[src/rtl/cmp_seq_arb.sv]
// cmp_seq_arb: two-requester round-robin arbiter in front of a byte-serial
// a - b compare engine that produces x86 ZF/CF/SF/OF and signed ordering.
module cmp_seq_arb #(
    parameter int TAG_W = 4
) (
    input  logic             clk,
    input  logic             rst,
    input  logic             req0_valid,
    output logic             req0_ready,
    input  logic [31:0]      req0_a,
    input  logic [31:0]      req0_b,
    input  logic [1:0]       req0_size,
    input  logic [TAG_W-1:0] req0_tag,
    input  logic             req1_valid,
    output logic             req1_ready,
    input  logic [31:0]      req1_a,
    input  logic [31:0]      req1_b,
    input  logic [1:0]       req1_size,
    input  logic [TAG_W-1:0] req1_tag,
    output logic             res_valid,
    input  logic             res_ready,
    output logic             res_src,
    output logic [TAG_W-1:0] res_tag,
    output logic             res_zf,
    output logic             res_cf,
    output logic             res_sf,
    output logic             res_of,
    output logic             res_agb,
    output logic             res_bga
);

    typedef enum logic [1:0] {IDLE, BUSY, HOLD} state_t;

    state_t           state_q;
    logic             ptr_q;
    logic [31:0]      opA_q;
    logic [31:0]      opB_q;
    logic [1:0]       size_q;
    logic [TAG_W-1:0] tag_q;
    logic             src_q;
    logic [1:0]       slice_q;
    logic             carry_q;
    logic             zeroAcc_q;

    logic             resValid_q;
    logic             resSrc_q;
    logic [TAG_W-1:0] resTag_q;
    logic             resZf_q, resCf_q, resSf_q, resOf_q, resAgb_q, resBga_q;

    logic             grant0, grant1;
    logic [7:0]       aSlice, bSlice;
    logic [8:0]       sum_d;
    logic [1:0]       lastSlice;
    logic             zf_d, cf_d, sf_d, of_d;

    // Grant only in IDLE; pointer breaks ties so both requesters cannot be ready.
    always_comb begin
        grant0 = 1'b0;
        grant1 = 1'b0;
        if (state_q == IDLE) begin
            grant0 = req0_valid & (~req1_valid | ~ptr_q);
            grant1 = req1_valid & (~req0_valid |  ptr_q);
        end
    end

    assign req0_ready = grant0;
    assign req1_ready = grant1;

    // Current byte slice and one 8-bit subtract step (a + ~b + carry).
    always_comb begin
        aSlice = opA_q[7:0];
        bSlice = opB_q[7:0];
        case (slice_q)
            2'd0: begin aSlice = opA_q[7:0];   bSlice = opB_q[7:0];   end
            2'd1: begin aSlice = opA_q[15:8];  bSlice = opB_q[15:8];  end
            2'd2: begin aSlice = opA_q[23:16]; bSlice = opB_q[23:16]; end
            default: begin aSlice = opA_q[31:24]; bSlice = opB_q[31:24]; end
        endcase
        sum_d = {1'b0, aSlice} + {1'b0, ~bSlice} + {8'd0, carry_q};
        case (size_q)
            2'b00:   lastSlice = 2'd0;
            2'b01:   lastSlice = 2'd1;
            default: lastSlice = 2'd3;
        endcase
        zf_d = zeroAcc_q & (sum_d[7:0] == 8'd0);
        cf_d = ~sum_d[8];
        sf_d = sum_d[7];
        of_d = (aSlice[7] ^ bSlice[7]) & (sum_d[7] ^ aSlice[7]);
    end

    // Control FSM with operand capture, slice iteration and registered results.
    always_ff @(posedge clk) begin
        if (rst) begin
            state_q    <= IDLE;
            ptr_q      <= 1'b0;
            slice_q    <= 2'd0;
            carry_q    <= 1'b1;
            zeroAcc_q  <= 1'b1;
            resValid_q <= 1'b0;
            resSrc_q   <= 1'b0;
            resTag_q   <= '0;
            resZf_q    <= 1'b0;
            resCf_q    <= 1'b0;
            resSf_q    <= 1'b0;
            resOf_q    <= 1'b0;
            resAgb_q   <= 1'b0;
            resBga_q   <= 1'b0;
        end else begin
            case (state_q)
                IDLE: begin
                    if (grant0 | grant1) begin
                        opA_q     <= grant1 ? req1_a    : req0_a;
                        opB_q     <= grant1 ? req1_b    : req0_b;
                        size_q    <= grant1 ? req1_size : req0_size;
                        tag_q     <= grant1 ? req1_tag  : req0_tag;
                        src_q     <= grant1;
                        ptr_q     <= grant0;
                        slice_q   <= 2'd0;
                        carry_q   <= 1'b1;
                        zeroAcc_q <= 1'b1;
                        state_q   <= BUSY;
                    end
                end
                BUSY: begin
                    carry_q   <= sum_d[8];
                    zeroAcc_q <= zeroAcc_q & (sum_d[7:0] == 8'd0);
                    slice_q   <= slice_q + 2'd1;
                    if (slice_q == lastSlice) begin
                        resValid_q <= 1'b1;
                        resSrc_q   <= src_q;
                        resTag_q   <= tag_q;
                        resZf_q    <= zf_d;
                        resCf_q    <= cf_d;
                        resSf_q    <= sf_d;
                        resOf_q    <= of_d;
                        resAgb_q   <= ~zf_d & (sf_d == of_d);
                        resBga_q   <= ~zf_d & (sf_d != of_d);
                        state_q    <= HOLD;
                    end
                end
                HOLD: begin
                    if (res_ready) begin
                        resValid_q <= 1'b0;
                        state_q    <= IDLE;
                    end
                end
                default: state_q <= IDLE;
            endcase
        end
    end

    assign res_valid = resValid_q;
    assign res_src   = resSrc_q;
    assign res_tag   = resTag_q;
    assign res_zf    = resZf_q;
    assign res_cf    = resCf_q;
    assign res_sf    = resSf_q;
    assign res_of    = resOf_q;
    assign res_agb   = resAgb_q;
    assign res_bga   = resBga_q;

endmodule

[config.mk]
export PLATFORM = sky130hd
export DESIGN_NAME = cmp_seq_arb
export DESIGN_NICKNAME = d
export VERILOG_FILES = /design/src/rtl/cmp_seq_arb.sv
export SDC_FILE = /design/constraint.sdc
export NUM_CORES = 1
export LEC_CHECK = 0
export BUFFER_PORTS_ARGS = -buffer_cell sky130_fd_sc_hd__buf_4
export CAP_MARGIN = 10
export CORE_MARGIN = 3
export CORE_UTILIZATION = 30
export DETAILED_ROUTE_END_ITERATION = 12
export PLACE_DENSITY = 0.55
export SLEW_MARGIN = 40
export SYNTH_ARGS = -nofsm -noshare
export SYNTH_HDL_FRONTEND = slang
export SYNTH_SLANG_ARGS = --single-unit
[constraint.sdc]
create_clock -name clk -period 10.38 [get_ports clk]
set_input_delay 0.519 -clock clk [delete_from_list [all_inputs] [get_ports clk]]
set_output_delay 0.519 -clock clk [all_outputs]
set_load 0.05 [all_outputs]
==> metrics.md, run 1 <==
| Metric | Value |
|---|---|
| DR vias/cell | `4.64` |
| CTS Buf Count | `9` |
| Wirelength, routed | `11900 um` |
| Grt ovf | `0` |
| Setup TNS | `0 ns` |
| Global-route wire length before repair | `18700 um` |
| Clk_lat worst skew | `0.35 ns` |
| Die area | `16700 sq um` |
| Synth top area share | `0.469` |
| Cell accounting for the most synthesized area | `edfxtp_1` |
| H-tree levels | `3` |
| Final Cycle Share | `0.378` |
| Post-Syn Area | `4540 sq um` |
| Fin Hold WS | `0.416 ns` |
| Sink Count | `90` |
| Fillers | `1393` |
| Min Tclk post-route | `3.93 ns` |
| Hold Path Depth | `2` |
| Post-place setup slack | `6.44 ns` |
| DRC Markers | `0` |
| CP Class | `reg2reg` |
| Max-cap violations | `0` |
| Post-CTS Setup Bufs | `0` |
| Register area | `2510 sq um` |
| CTS root buffer | `clkbuf_16` |
| Routed vias | `3859` |
| Clock buffer depth | `2` |
| Port-buffer cells | `158` |
| Ys async rst share | `0` |
| Mean Syn Cell Area | `9.16 sq um` |
| Most common cell in the netlist | `nand2_1` |
| Synth warn | `0` |
| Leakage power | `2.82 nW` |
| Max-slew violation count | `0` |
| Sequential fraction of the synthesis area | `0.553` |
| Worst-path fanout max | `16` |
| RSZ-0062 raised after global routing | `false` |
| Routed WL per cell | `14.3 um` |
| Core Region | `14700 sq um` |
| GRT Util Overall | `0.145` |
| Synthesized Nets | `655` |
| Ports | `159` |
| Slew HR | `0.480` |
| Critical path arrival | `4.21 ns` |
| Mapped Cells | `496` |
| Worst Skew | `0.00552 ns` |
| Post-synth EDFFs | `71` |
| Post-layout nets | `802` |
| Most frequent cells after synthesis | `238 x nand2_1, 71 x edfxtp_1, 23 x a21oi_1` |
| Hold crit path type | `in2reg` |
| Drt pass-1 iters | `8` |
| HPWL after detailed placement | `8800 um` |
| Largest net degree at the start of global routing | `73` |
| Vias in the first global route | `3779` |
| Die X | `129 um` |
| CTS tree | `built` |
| # resized after CTS | `0` |
| Startpoint Class | `register` |
| Ant. Diodes | `0` |
| Setup ws final | `6.45 ns` |
| Area contributors post-synth | `edfxtp_1 47%, nand2_1 20%, dfxtp_1 8.4%` |
| DRT iter0 DRCs | `253` |
| Die height | `129 um` |
| Slew @ Worst Pin | `0.778 ns` |
| CP Capture Type | `register` |
| Distinct cells, synth | `42` |
| Antenna-violating nets left | `0` |
| VDD IR max | `0.0841 mV` |
| Fraction of layout instances using a drive strength above 1 | `0.289` |
| Req. time, crit path | `10.66 ns` |
| Area growth, synth to finish | `36.7%` |
| Initial antenna violation count | `0` |
| Hold Fails Final Rpt | `0` |
| R2r worst-path depth | `17` |
| Final GP Congestion | `0.816` |
| Reg clk slew, reported paths | `0.06 ns` |
| Power Dens Cells | `164 nW/um^2` |
| Initial cell density of the core | `0.309` |
| Top_reg_cell synth | `edfxtp_1` |
| Num rows | `44` |
| Setup violators final | `0` |
| Status | `completed` |
| Synthesis-stage register bit count | `90` |
| Max Fclk | `0.255 GHz` |
| CTS hold repair buffers | `0` |
| Multi-input logic area | `1920 sq um` |
-- power by group --
| part | switching, mW | leakage [nW] | total (mW) | internal, mW |
|---|---|---|---|---|
| Combinational | 0.132 | 1.84 | 0.237 | 0.105 |
| Sequential | 0.0120 | 0.822 | 0.437 | 0.425 |
| Clock | 0.130 | 0.157 | 0.347 | 0.218 |
| Total | 0.274 | 2.82 | 1.02 | 0.748 |
-- critical path, stage by stage (launching register included) --
cell	delay (ns)
dfxtp_1	0.44
inv_1	0.09
ha_1	0.41
a222oi_1	0.43
nand2_1	0.08
o21ai_0	0.14
ha_1	0.37
a21o_1	0.22
a31oi_4	0.20
o211ai_2	0.13
o21a_1	0.18
nor2_1	0.11
fa_1	0.48
nand4b_1	0.12
nor2_1	0.05
o211a_1	0.15
and2_4	0.15
o21ai_2	0.11
-- sequential cells by signal, summed over array words and instances, names as in the netlist, 2 cells and up --
name and count:
opA_q 32, opB_q 32, res_tag 4, size_q 2, slice_q 2, state_q 2
tag_q 4
-- cells in the final DEF (no fill, tap or decap), drive strengths merged, types with 4 or more instances in the layout --
| cell | synthesis | routed |
|---|---|---|
| nand2 | 238 | 238 |
| dfxtp | 19 | 19 |
| clkbuf | 15 | 12 |
| nor2 | 21 | 21 |
| a21oi | 23 | 23 |
| a222oi | 16 | 16 |
| nand3b | 4 | 4 |
| nor3 | 4 | 4 |
| edfxtp | 71 | 71 |
| ha | 11 | 11 |
| nand3 | 5 | 5 |
| or2 | 4 | 4 |
| o21ai | 12 | 12 |
| buf | 9 | 160 |
| inv | 6 | 7 |
-- kinds of logic (layout without fill, tap and decap cells) --
| kind of cell | Yosys count | count (layout) | synth area share |
|---|---|---|---|
| xor gates and xnor gates | 3 | 3 | 0.00578 |
| DFF | 90 | 90 | 0.553 |
| AOI/OAI and AO/OA | 67 | 67 | 0.108 |
| and+or+nand+nor | 290 | 290 | 0.258 |
| buffers and inverters | 30 | 182 | 0.0273 |
| adders and majority gates | 14 | 14 | 0.0435 |
| muxes | 2 | 2 | 0.00441 |
-- final timing paths --
| check | end | slack (ns) | startpoint |
|---|---|---|---|
| setup / recovery | res_bga | 6.45 | slice_q[0] |
| hold / removal | ptr_q | 0.42 | req1_valid |
| setup reg to reg | res_bga | 6.45 | slice_q[0] |
| hold reg to reg | res_zf | 0.46 | res_zf |
-- metal layers --
metal / vias to the layer above / track usage / part of all wire
met1: 1720 / 0.189 / 0.46
met4: 0 / 0.0611 / 0.021
met2: 122 / 0.236 / 0.47
li1: 1997 / - / -
met5: - / 0 / 0
met3: 20 / 0.0284 / 0.051
-- area by class of cell --
class / instances / area share
clock buffer: 12 / 0.0397
multi-input combinational: 376 / 0.309
clock inverter: 4 / 0.0119
sequential: 90 / 0.404
timing repair buffer: 160 / 0.194
tap: 184 / 0.0371
inverter: 6 / 0.00403
-- through the flow --
stage / power (mW) / instance area, sq um / instances / utilization
after global routing: 1.08 / 6210 / 832 / 0.423
after detailed placement: 0.683 / 5890 / 816 / 0.401
after global placement: 0.684 / 5890 / 816 / 0.400
final: 1.02 / 6210 / 832 / 0.423
after floorplan: 0.592 / 4540 / 496 / -
after CTS: 1.04 / 6210 / 832 / 0.422
Power figures use the tool's default switching activity.
==> run 2: changes to the inputs <==
Clock period 10.38 ns to 3.95 ns, I/O delays scaled along.
==> run 2 against run 1 <==
Global-route usage fell by 0.30 points. Cell count is 0.48% higher. Flip-flop and latch count stayed put. Highest routed layer unchanged. Utilization is 0.077 points higher. Setup slack got worse by 6.1 ns. Critical endpoint is now res_agb. Routed wire length about the same. Register-to-register slack worse by 6.1 ns. Critical path depth shrank 1. Total power increased to 2.5 times the previous value. Worst hold slack worse by 0.31 ns. Fmax increased by 9.3%. Cell area is 0.18% higher.
==> metrics.md, run 2 (synthesis gave the netlist of run 1 again) <==
| Metric | Value |
|---|---|
| Status | `completed` |
| Final GP Congestion | `0.824 (+0.98%)` |
| Core Region | `14700 sq um (unchanged)` |
| Grt ovf | `0 (unchanged)` |
| CTS root buffer | `clkbuf_16` |
| RSZ-0062 raised after global routing | `false` |
| Worst-path fanout max | `16 (unchanged)` |
| Clk_lat worst skew | `0.34 ns (about the same)` |
| Ports | `159 (unchanged)` |
| Die height | `129 um (unchanged)` |
| Final Non-Filler Cells | `836 (+0.48%)` |
| Power Dens Cells | `417 nW/um^2 (+150%)` |
| Multi-input logic area | `1930 sq um (+0.39%)` |
| Most frequent cells in the layout | `238 x nand2_1, 163 x buf_4, 71 x edfxtp_1, 23 x a21oi_1, 20 x nor2_1` |
| VDD IR max | `0.219 mV (+160%)` |
| Register area | `2510 sq um (about the same)` |
| Max-cap violations | `0 (unchanged)` |
| Worst flop-to-flop path startpoint | `slice_q[1]` |
| Worst Skew | `0.00954 ns (+0.00402 ns)` |
| Startpoint Class | `register` |
| Post-CTS Setup Bufs | `0 (unchanged)` |
| Global-route wire length before repair | `18300 um (-2.2%)` |
| Max Fclk | `0.278 GHz (+9.3%)` |
| Hold crit path type | `in2reg` |
| Slew HR | `0.481 (+0.00147)` |
| CTS Buf Count | `9 (unchanged)` |
| Vias in the first global route | `3687 (-2.4%)` |
| DRT iter0 DRCs | `366 (+45%)` |
| CTS tree | `built` |
| Final Cycle Share | `0.910 (+0.531)` |
| Die area | `16700 sq um (unchanged)` |
| Antenna-violating nets left | `0 (unchanged)` |
| Critical path arrival | `3.83 ns (-0.38 ns)` |
| Leakage power | `2.82 nW (+0.16%)` |
| Initial antenna violation count | `0 (unchanged)` |
| Slew @ Worst Pin | `0.775 ns (-0.00219 ns)` |
| Routed vias | `3853 (-0.16%)` |
| R2r worst-path depth | `16 (-1)` |
| Largest regs | `opA_q (32), opB_q (32)` |
| Hold Fails Final Rpt | `0 (unchanged)` |
| Placed Cells | `820 (+0.49%)` |
| Reg clk slew, reported paths | `0.06 ns (about the same)` |
| CP Capture Type | `register` |
| Area growth, synth to finish | `37.0%` |
| Post-layout nets | `806 (+0.50%)` |
| DRC Markers | `0 (unchanged)` |
| CP Class | `reg2reg` |
| Min Tclk post-route | `3.59 ns (-0.333 ns)` |
| DR vias/cell | `4.61 (-0.63%)` |
| Routed WL per cell | `14.2 um (-0.52%)` |
| GRT Util Overall | `0.142 (-0.00302)` |
| Drt pass-1 iters | `6 (-2)` |
| Initial cell density of the core | `0.309 (unchanged)` |
| Hold EP | `ptr_q` |
| H-tree levels | `3 (unchanged)` |
| Max-slew violation count | `0 (unchanged)` |
| Hold Path Depth | `2 (unchanged)` |
| Fillers | `1410 (+1.2%)` |
| Clock buffer depth | `2 (unchanged)` |
| Hold path startpoint | `req1_valid` |
| Req. time, crit path | `4.18 ns (-6.48 ns)` |
| Setup violators final | `0 (unchanged)` |
| HPWL after detailed placement | `9070 um (+3.1%)` |
| Reg-to-reg endpoint | `res_agb` |
| Ant. Diodes | `0 (unchanged)` |
| Sink Count | `90 (unchanged)` |
| Die X | `129 um (unchanged)` |
| Commonest non-fill, non-tap cell in the layout | `nand2_1` |
| CTS hold repair buffers | `0 (unchanged)` |
| Num rows | `44 (unchanged)` |
| Fraction of layout instances using a drive strength above 1 | `0.299 (+0.0105)` |
| Largest net degree at the start of global routing | `71 (-2.7%)` |
| Setup TNS | `0 ns (unchanged)` |
| Port-buffer cells | `158 (unchanged)` |
| Wirelength, routed | `11900 um (about the same)` |
| Worst R2R Setup Slack | `0.36 ns (-6.10 ns)` |
==> run 2: cell type report <==
class,count,share of cell area
timing repair buffer,164,0.200
clock buffer,10,0.0368
clock inverter,6,0.00925
tap,184,0.0370
inverter,6,0.00362
multi-input combinational,376,0.310
sequential,90,0.404
==> run 2: through the flow <==
stage / setup slack (ns) / instance area, sq um / hold slack, ns / power (mW) / util
6_report: 0.357 / 6220 / 0.105 / 2.60 / 0.423
5_1_grt: 0.00631 / 6220 / 0.0946 / 2.75 / 0.423
4_1_cts: 0.108 / 6220 / 0.0890 / 2.63 / 0.423
3_5_place_dp: 0.135 / 5930 / 0.448 / 1.80 / 0.403
3_3_place_gp: 0.264 / 5930 / 0.449 / 1.80 / 0.403
2_1_floorplan: 0.361 / 4550 / 0.314 / 1.55 / -
==> run 2: worst max-delay path, stage by stage (launching register included) <==
cell	delay [ns]
dfxtp_1	0.43
inv_1	0.10
ha_2	0.28
a222oi_1	0.34
a21oi_1	0.15
fa_1	0.39
inv_1	0.14
a31oi_4	0.12
o211ai_2	0.20
o21a_1	0.13
nor2_1	0.05
fa_1	0.53
nand4b_1	0.11
nor2_1	0.11
o211a_1	0.19
and2_4	0.16
o21ai_2	0.05
==> run 2: how the worst max path moves through the flow <==
stage	startpoint	end
2_1_floorplan	slice_q[0]	res_agb
3_3_place_gp	slice_q[0]	res_bga
3_5_place_dp	slice_q[0]	res_agb
4_1_cts	slice_q[0]	res_agb
5_1_grt	slice_q[0]	zeroAcc_q
6_report	slice_q[1]	res_agb
==> run 2: layer usage <==
layer / track usage / routed length (um) / vias up
li1: - / - / 2006
met1: 0.187 / 5340 / 1714
met2: 0.237 / 5780 / 124
met3: 0.0289 / 657 / 9
met4: 0.0420 / 130 / 0
met5: 0 / 0 / -
==> run 2: what timing repair did <==
| item | CTS | global route |
|---|---|---|
| setup endpoints to repair | 0 | 5 |
| resized for setup | 0 | 4 |
| hold endpoints to repair | 0 | 0 |
==> run 2: where the power goes <==
part | switching, mW | internal (mW) | leakage, nW | total, mW
Combinational | 0.344 | 0.282 | 1.85 | 0.625
Clock | 0.338 | 0.486 | 0.144 | 0.824
Sequential | 0.0308 | 1.12 | 0.823 | 1.15
Total | 0.713 | 1.88 | 2.82 | 2.60
==> run 3: changes to the inputs <==
Settings changed: ABC_AREA set to 1, PLACE_DENSITY 0.55 to 0.54.
==> run 3 against run 2 <==
Sequential power barely moved. Area after synthesis rose by 2.4%. Cell count rose by 6.8%. Worst hold slack got worse by 0.0096 ns. Utilization rose by 0.068 points. Critical endpoint is now res_bga. Highest routed layer unchanged.
==> metrics.md, run 3 <==
| Metric | Value |
|---|---|
| Pwr Total | `2.91 mW (+12%)` |
| Synthesized Nets | `717 (+9.5%)` |
| Cell accounting for the most synthesized area | `edfxtp_1` |
| Comb pwr share | `0.276 (+0.035)` |
| Startpoint Class | `register` |
| RSZ-0062 raised after global routing | `false` |
| Most frequent cells after synthesis | `286 x nand2_1, 71 x edfxtp_1, 27 x nor2_1` |
| CP Class | `reg2reg` |
| Reg clk slew, reported paths | `0.07 ns (about the same)` |
| Largest regs | `opA_q (32), opB_q (32)` |
| Synth top area share | `0.458 (-0.0110)` |
| Setup TNS | `0 ns (unchanged)` |
| Grt ovf | `0 (unchanged)` |
| Synthesis-stage register bit count | `90 (unchanged)` |
| Fraction of layout instances using a drive strength above 1 | `0.271 (-0.0283)` |
| CP top delay family | `adder cells` |
| Setup ws final | `0.306 ns (-0.0509 ns)` |
| Most common cell in the netlist | `nand2_1` |
| Post-synth EDFFs | `71 (unchanged)` |
| Initial antenna violation count | `0 (unchanged)` |
| Die X | `131 um (+1.1%)` |
| Commonest non-fill, non-tap cell in the layout | `nand2_1` |
| Net switching fraction of the power | `0.307 (+0.0324)` |
| Slowest cell on crit path | `ha_1` |
| Sequential fraction of the synthesis area | `0.540 (-0.0129)` |
| Int Pwr | `2.02 mW (+7.3%)` |
| Critical path arrival | `3.86 ns (+0.03 ns)` |
| CP most frequent cell | `nand2_1` |
| DR vias/cell | `4.51 (-2.2%)` |
| Core Region | `14900 sq um (+1.1%)` |
| Post-Syn Area | `4650 sq um (+2.4%)` |
| Status | `completed` |
| Distinct cells, synth | `31 (-26%)` |
| DRT iter0 DRCs | `224 (-39%)` |
| Die height | `131 um (+1.1%)` |
| Critical path cell sequence | `ha_1 > a22o_1 > o22ai_1 > ha_1 > nand2_1 > nor2_1 > nand2_1 > nand3_1 > nand2_1 > nand2_1 > a21oi_1 > fa_1 > nand2_1 > inv_1 > nand2_1 > nor2_1 > nand3_1 > nor2_1 > nand3_2 > nand2_1 > a21oi_1` |
| Req. time, crit path | `4.17 ns (about the same)` |
| Area contributors post-synth | `edfxtp_1 46%, nand2_1 23%, dfxtp_1 8.2%` |
| WP buf/inv | `1 (-1)` |
| Post-place setup slack | `0.359 ns (+0.224 ns)` |
| Ant. Diodes | `0 (unchanged)` |
| Final non-filler cell area | `6300 sq um (+1.3%)` |
| Clk_lat worst skew | `0.34 ns (about the same)` |
| Final GP Congestion | `0.856 (+3.8%)` |
| Mapped Cells | `558 (+13%)` |
| CTS root buffer | `clkbuf_16` |
| Sink Count | `90 (unchanged)` |
| Reg power frac | `0.405 (-0.037)` |
| Global-route wire length before repair | `19700 um (+7.4%)` |
| # resized after CTS | `0 (unchanged)` |
| Worst-path fanout max | `16 (unchanged)` |
| Mean Syn Cell Area | `8.34 sq um (-9.0%)` |
| GRT Util Overall | `0.149 (+0.00696)` |
| Routed WL per cell | `14.1 um (-1.0%)` |
| Final Cycle Share | `0.923 (+0.0129)` |
| Synth warn | `0 (unchanged)` |
| Hold crit path type | `in2reg` |
| Leakage power | `3.04 nW (+7.7%)` |
| Drt pass-1 iters | `4 (-2)` |
| CTS tree | `built` |
| Top_reg_cell synth | `edfxtp_1` |
| DRC Markers | `0 (unchanged)` |
| Net load switching power | `0.895 mW (+26%)` |
| Routed vias | `4025 (+4.5%)` |
| Vias in the first global route | `3948 (+7.1%)` |
| Die area | `17000 sq um (+2.3%)` |
| VDD IR max | `0.259 mV (+18%)` |
| Placed Area | `5980 sq um (+0.82%)` |
| Antenna-violating nets left | `0 (unchanged)` |
| Port-buffer cells | `158 (unchanged)` |
| CP Capture Type | `register` |
| Power share of the clock group | `0.319 (+0.002)` |
| Ports | `159 (unchanged)` |
| Area growth, synth to finish | `35.5%` |
| HPWL after detailed placement | `9910 um (+9.3%)` |
| Slew HR | `0.548 (+0.0673)` |
| Min Tclk post-route | `3.64 ns (+0.0509 ns)` |
| Clock buffer depth | `2 (unchanged)` |
| Power Dens Cells | `462 nW/um^2 (+11%)` |
| Hold Fails Final Rpt | `0 (unchanged)` |
| Num rows | `44 (unchanged)` |
| Setup violators final | `0 (unchanged)` |
| Max-slew violation count | `0 (unchanged)` |
| Ys async rst share | `0 (unchanged)` |
| CTS hold repair buffers | `0 (unchanged)` |
| Slew @ Worst Pin | `0.676 ns (-0.0997 ns)` |
| Largest net degree at the start of global routing | `73 (+2.8%)` |
| Worst Skew | `0.00674 ns (-0.00281 ns)` |
| CP peak stage delay | `0.58 ns (+0.05 ns)` |
| Post-CTS Setup Bufs | `0 (unchanged)` |
| H-tree levels | `3 (unchanged)` |
| Initial cell density of the core | `0.313 (+0.00389)` |
| Max-cap violations | `0 (unchanged)` |
| Fin Hold WS | `0.0953 ns (-0.00964 ns)` |
| CTS Buf Count | `9 (unchanged)` |
| Post-layout nets | `863 (+7.1%)` |
| Max Fclk | `0.274 GHz (-1.4%)` |
| Wirelength, routed | `12600 um (+5.7%)` |
| Most frequent cells in the layout | `286 x nand2_1, 159 x buf_4, 71 x edfxtp_1, 26 x nor2_1` |
-- run 3: cell count changes after synthesis, moves of 6 or more --
cell | previous run | this run
a31oi_1 | 0 | 7
a222oi_1 | 16 | 0
a22o_1 | 0 | 8
nor2_1 | 21 | 27
o22ai_1 | 0 | 8
inv_1 | 5 | 23
buf_2 | 9 | 16
o21ai_1 | 0 | 7
clkbuf_1 | 15 | 4
inv_2 | 1 | 7
nand2_1 | 238 | 286
-- run 3: path summary, 6_finish.rpt --
check             startpoint    endpoint  slack, ns  cells past startpoint
setup / recovery  slice_q[1]     res_bga       0.31                     21
setup reg to reg  slice_q[1]     res_bga       0.31                     21
hold / removal           rst  state_q[1]        0.1                      2
hold reg to reg     tag_q[3]  res_tag[3]       0.47                      2
-- run 3: area by class of cell --
class	count	area (sq um)
Fill cell	1488	8560
Clock buffer	9	225
Clock inverter	7	101
Multi-Input combinational cell	413	1910
Sequential cell	90	2510
Timing Repair Buffer	160	1210
Tap cell	184	230
Inverter	30	115
-- run 3: per-layer routing --
layer | wire, um | vias to the layer above | global-route usage
met5 | 0 | - | 0
li1 | - | 2114 | -
met4 | 136 | 0 | 0.0442
met1 | 5670 | 1804 | 0.196
met2 | 6250 | 98 | 0.254
met3 | 525 | 9 | 0.0228
-- run 3: cell families after synthesis --
kind of cell,after synthesis,share of synthesized area
and+or+nand+nor,335,0.283
DFF,90,0.540
AOI/OAI and AO/OA,63,0.0804
buffers and inverters,55,0.0519
adders and majority gates,14,0.0425
xor gates and xnor gates,1,0.00188
-- run 3: worst reg2reg max path, cell delays in order, from the launching register on --
cell	delay [ns]
dfxtp_1	0.42
ha_1	0.58
a22o_1	0.27
o22ai_1	0.08
ha_1	0.39
nand2_1	0.07
nor2_1	0.10
nand2_1	0.08
nand3_1	0.07
nand2_1	0.06
nand2_1	0.06
a21oi_1	0.08
fa_1	0.55
nand2_1	0.07
inv_1	0.05
nand2_1	0.05
nor2_1	0.09
nand3_1	0.09
nor2_1	0.13
nand3_2	0.11
nand2_1	0.08
a21oi_1	0.05
-- run 3: power by group through the flow --
stage	Sequential [mW]	Clock, mW	Combinational [mW]
after CTS	1.18	0.949	0.814
after global routing	1.19	0.990	0.912
after detailed placement	1.20	0	0.811
after global placement	1.20	0	0.800
after floorplan	1.22	0	0.507
final	1.18	0.930	0.805
-- run 3: metrics by stage --
step | util | instances
finish | 0.424 | 893
global route | 0.424 | 893
CTS | 0.424 | 893
floorplan | - | 558
global placement | 0.402 | 877
detailed placement | 0.402 | 877
